===== src/rtl/time_tag_generator.sv =====
// time_tag_generator
//   Time-tag source for the frontend stream. A cycle counter wraps every
//   PERIOD_LEN clocks. Each wrap, or each resync strobe, starts a new period.
//   At every period boundary the generator places one 128-bit tag in a
//   one-deep slot. The slot is offered over a valid/ready handshake.
//   If the consumer has not taken the previous tag by the time the next one
//   arrives, the old tag is overwritten rather than stalling the timer. The
//   number of overwritten tags is reported in the tag.
//
// Ports
//   clk          : sole clock
//   rst_n        : asynchronous active-low reset
//   module_id    : static module ID placed in the tag
//   sync_in      : one-cycle resync strobe; loads sync_period, restarts counter
//   sync_period  : period value loaded on sync_in
//   stall        : combinational mask on valid (does not block slot updates)
//   valid        : a tag is available
//   ready        : consumer accepts the tag when valid is high
//   tt           : tag word
//   counter      : cycle index within the current period
//   period       : current period number
//   period_done  : one-cycle pulse in the first cycle of a new period
module time_tag_generator #(
  parameter int          PERIOD_LEN    = 100000,
  parameter int          COUNTER_WIDTH = 17,
  parameter int          PERIOD_WIDTH  = 48,
  parameter logic [1:0]  BLOCK_ID      = 2'd0
) (
  input  logic                     clk,
  input  logic                     rst_n,
  input  logic [3:0]               module_id,
  input  logic                     sync_in,
  input  logic [PERIOD_WIDTH-1:0]  sync_period,
  input  logic                     stall,
  output logic                     valid,
  input  logic                     ready,
  output logic [127:0]             tt,
  output logic [COUNTER_WIDTH-1:0] counter,
  output logic [PERIOD_WIDTH-1:0]  period,
  output logic                     period_done
);

  localparam logic [COUNTER_WIDTH-1:0] LAST_COUNT = COUNTER_WIDTH'(PERIOD_LEN - 1);

  // Set when the period that just started was entered through sync_in.
  logic boundary_sync;

  // Cleared by reset; its first rising edge produces the start-up tag.
  logic started;

  // Tag slot.
  logic                    pending;
  logic [PERIOD_WIDTH-1:0] tag_period;
  logic [7:0]              missed;
  logic                    rsync;

  logic ack;
  logic load;

  assign valid = pending & ~stall;
  assign ack   = valid & ready;
  assign load  = period_done | ~started;

  // Timer. A resync takes priority over a natural wrap in the same cycle.
  // NOTE: sequential state uses non-blocking assignments so every register
  // samples the pre-edge values of the others, independent of statement order.
  always_ff @(posedge clk or negedge rst_n) begin
    if (!rst_n) begin
      counter       <= '0;
      period        <= '0;
      period_done   <= 1'b0;
      boundary_sync <= 1'b0;
    end else if (sync_in) begin
      counter       <= '0;
      period        <= sync_period;
      period_done   <= 1'b1;
      boundary_sync <= 1'b1;
    end else if (counter == LAST_COUNT) begin
      counter       <= '0;
      period        <= period + PERIOD_WIDTH'(1);
      period_done   <= 1'b1;
      boundary_sync <= 1'b0;
    end else begin
      counter       <= counter + COUNTER_WIDTH'(1);
      period_done   <= 1'b0;
    end
  end

  always_ff @(posedge clk or negedge rst_n) begin
    if (!rst_n) begin
      started <= 1'b0;
    end else begin
      started <= 1'b1;
    end
  end

  // Slot update. A tag that is being acked this cycle counts as consumed, so
  // a coincident load starts a fresh tag rather than an overwrite.
  always_ff @(posedge clk or negedge rst_n) begin
    if (!rst_n) begin
      pending    <= 1'b0;
      tag_period <= '0;
      missed     <= '0;
      rsync      <= 1'b0;
    end else if (load) begin
      pending    <= 1'b1;
      tag_period <= period;
      if (!pending || ack) begin
        missed <= '0;
        rsync  <= boundary_sync;
      end else begin
        missed <= (missed == 8'hFF) ? 8'hFF : missed + 8'd1;
        rsync  <= rsync | boundary_sync;
      end
    end else if (ack) begin
      pending <= 1'b0;
    end
  end

  assign tt = {5'b11111, 1'b0, module_id, BLOCK_ID, 1'b0, 58'b0,
               missed, rsync, 48'(tag_period)};

endmodule

===== config.mk =====
export PLATFORM = sky130hd
export DESIGN_NAME = time_tag_generator
export DESIGN_NICKNAME = d
export VERILOG_FILES = /design/src/rtl/time_tag_generator.sv
export SDC_FILE = /design/constraint.sdc
export NUM_CORES = 1
export LEC_CHECK = 0
export ABC_AREA = 1
export CAP_MARGIN = 20
export CORE_MARGIN = 3
export CORE_UTILIZATION = 40
export DETAILED_ROUTE_END_ITERATION = 10
export HOLD_SLACK_MARGIN = 0.05
export PLACE_DENSITY = 0.71
export RECOVER_POWER = 50
export SETUP_SLACK_MARGIN = 0.1
export SKIP_CTS_REPAIR_TIMING = 1
export SYNTH_ARGS = -nofsm -noshare
export SYNTH_HDL_FRONTEND = slang
export SYNTH_SLANG_ARGS = --single-unit

===== constraint.sdc =====
create_clock -name clk -period 3.21 [get_ports clk]
set_input_delay 0.4815 -clock clk [delete_from_list [all_inputs] [get_ports clk]]
set_output_delay 0.4815 -clock clk [all_outputs]
set_load 0.01 [all_outputs]

==> results.cfg <==
[run_status]
run_status = finished, violations left
failing_checks = capacitance limit

[routing]
viasPerCell = 4.80
drtPass1Iterations = 5
drt_drc_violations_left = 0
ant_nets = 0
number_of_drc_violations_after_detailed_routing_iteration_0 = 420
routed_wire_per_std_cell_um = 15.1
post_route_wl_mm = 23.5
vias = 7481

[global_routing]
grt_util_all_layers_pct = 21.6
grt_antenna_before_repair = 0
grt_pass1_wl_mm = 37.3
grt_pass1_vias = 6986
grt_start_max_net_pins = 62
grt.overflow.total = 0

[cells_and_area]
final_net_count = 1344
antenna_cells_inserted = 0
fin_area_mm2 = 0.0101
finish.utilization_pct = 53.4
final_layout_size_suffix_gt1_share_pct = 7.09
layout-area-overhead-vs-synth_pct = 29.1

[synth]
post_synthesis_share_of_cell_area_spent_on_xor_and_xnor_gates_pct = 1.23
prevailing_post_synth_register_cell = dfrtp_1
muxShareOfSynthArea_pct = 0.128
synth-seq-area-share_pct = 40.2
synth.cells.most_frequent = nand2_1 (347), nor2_1 (140), dfrtp_1 (126)
synth-simple-area-share_pct = 35.5
synthArstFlopShare_pct = 100
complex_gate_fraction_of_the_synthesized_area_pct = 8.02
synth-edff-count = 0
largest_family_of_logic_cells_by_synthesized_area = simple AND/OR/NAND/NOR gates
synth_adder_area_share_pct = 0.478
synth-seq-cells = 126
area_share_of_the_largest_cell_type_after_synthesis_pct = 40.2
synth_area_leaders = dfrtp_1 (40%), nand2_1 (17%), buf_4 (7.1%)
netlist_area_mm2 = 0.00785
yosys.area.top_type = dfrtp_1
synth.avg_cell_area_um2 = 7.01
post_synth_inst_count = 1119
ys_warn_count = 0
netlist-cell-type-count = 38
post-synth-top-count-cell = nand2_1

[clocking]
tritoncts = yes
cts_max_path_buffers = 2
tritoncts_num_sinks = 126
clk_latency_ns = 0.43
cts_htree_levels = 4
clkTransAtPathRegs_ns = 0.06
tritoncts.num_buffers = 17
clk_root_buffer_cell = clkbuf_16

[worst_setup_path]
worstPathMaxFanout = 28
end_kind = flop
reg2reg_setup_slack_ns = 0.66
cell_breakdown_of_the_critical_path = inv_1 -> or2_0 -> inv_1 -> clkbuf_2 -> o21ai_0 -> o21ai_0
slowest_stage = or2_0
setup.worst_path.start_class = flop
worst_ep_required_time_ns = 3.50
critical_path_arrival_ns = 2.84
slowest_delay_ns = 0.72
timing_worst_setup_path_type = flop to flop

[sta]
maxClockFrequency_mhz = 392
worst_slew_margin_rel_pct = 0.480
fin_tns_setup_ns = 0
final.setup_skew_ns = 0.00869
setup_violations = 0
finalMaxSlewViolations = 0
post-route-period-util_pct = 79.4
finalHoldWorstSlack_ns = 0.470
report.final.hold_viol_count = 0
worst_pin_slew_ns = 1.49
post-route-min-period_ns = 2.55
rsz0062_at_grt = no

[floorplanning]
effective_utilization_at_floorplan_pct = 41.4
floorplan.die.width_um = 146
area_enclosed_by_the_die_boundary_mm2 = 0.0213
placeableCoreArea_mm2 = 0.0190
boundaryPins = 252
rows = 50
die-height_um = 146

[placed_design]
gp_congestion = 0.924
placedInstanceArea_mm2 = 0.00956
post-dp-hpwl_mm = 17.8
io_buffer_count = 176

[pwr]
p_leak_nw = 4.70
cell_pwr_density_mw_per_mm2 = 496
power.ir.vdd_worst_v = 0.000339

[hold_path]
worstHoldPathType = flop to flop

[run]
max_cap_viol_count = 1
-- power breakdown --
part	switching, mW	leakage, nW	internal [mW]
logic	0.598	2.88	0.537
clock network	0.812	0.277	1.09
registers	0.216	1.54	1.77
total	1.63	4.70	3.40
-- area by class of cell --
cell class	count	area [um2]
Clock inverter	15	153
Inverter	113	427
Clock buffer	17	425
Multi-Input combinational cell	841	3810
Tap cell	260	325
Fill cell	1817	8830
Timing Repair Buffer	185	1830
Sequential cell	126	3150
-- metrics by stage --
step	std cells	setup WS [ns]	power, mW
floorplan	1185	1.58	2.57
global route	1557	0.377	5.27
global placement	1524	0.946	3.14
detailed placement	1524	0.854	3.16
CTS	1556	0.831	5.06
finish	1557	0.661	5.03
-- registers in the layout, indices dropped and copies added, names as in the netlist --
name,count
boundary_sync,1
counter,17
missed,8
pending,1
period,48
period_done,1
rsync,1
started,1
tag_period,48
-- critical path, delay by kind of cell (launching register included) --
| family | cells | cell delay, ns |
|---|---|---|
| buf+inv | 3 | 0.98 |
| simple gates | 1 | 0.72 |
| flops | 1 | 0.36 |
| compound gates | 2 | 0.33 |
-- final timing paths --
check,cells past startpoint,end,start
max,6,rsync$_DFFE_PN0P_,started$_DFF_PN0_
min,2,tag_period[18]$_DFFE_PN0P_,tag_period[18]$_DFFE_PN0P_
max reg2reg,6,rsync$_DFFE_PN0P_,started$_DFF_PN0_
min reg2reg,2,tag_period[18]$_DFFE_PN0P_,tag_period[18]$_DFFE_PN0P_
max in group asynchronous,3,tag_period[9]$_DFFE_PN0P_,rst_n
min in group asynchronous,2,period[27]$_DFFE_PN0P_,rst_n
-- cells in the final DEF (no fill, tap or decap), drive strengths merged --
cell,n
a211oi,1
a21oi,18
a31oi,3
buf,6
bufinv,1
clkbuf,20
clkdlybuf4s50,174
clkinv,4
clkinvlp,3
conb,68
dfrtp,126
dlygate4sd3,2
ha,3
inv,120
mux2i,1
nand2,363
nand3,71
nand4,21
nor2,163
nor3,13
nor4,1
o211ai,8
o21ai,85
o21bai,1
o22ai,2
o31ai,1
or2,6
or3,1
xnor2,1
xor2,10
-- logic make-up (layout without fill, tap and decap cells) --
family | Yosys count | count (layout)
flops | 126 | 126
mux | 1 | 1
compound gates | 119 | 119
xor+xnor | 11 | 11
buf+inv | 218 | 330
other cells | 2 | 68
fa+ha+maj | 3 | 3
simple gates | 639 | 639
-- routing by layer --
| layer | GRT usage [%] | wire length [um] | vias up |
|---|---|---|---|
| met4 | 4.19 | 286 | 0 |
| met5 | 0 | 0 | - |
| met3 | 4.75 | 1490 | 23 |
| li1 | - | - | 3727 |
| met2 | 34.9 | 11200 | 238 |
| met1 | 30.3 | 10600 | 3493 |
Power figures use the tool's default switching activity.
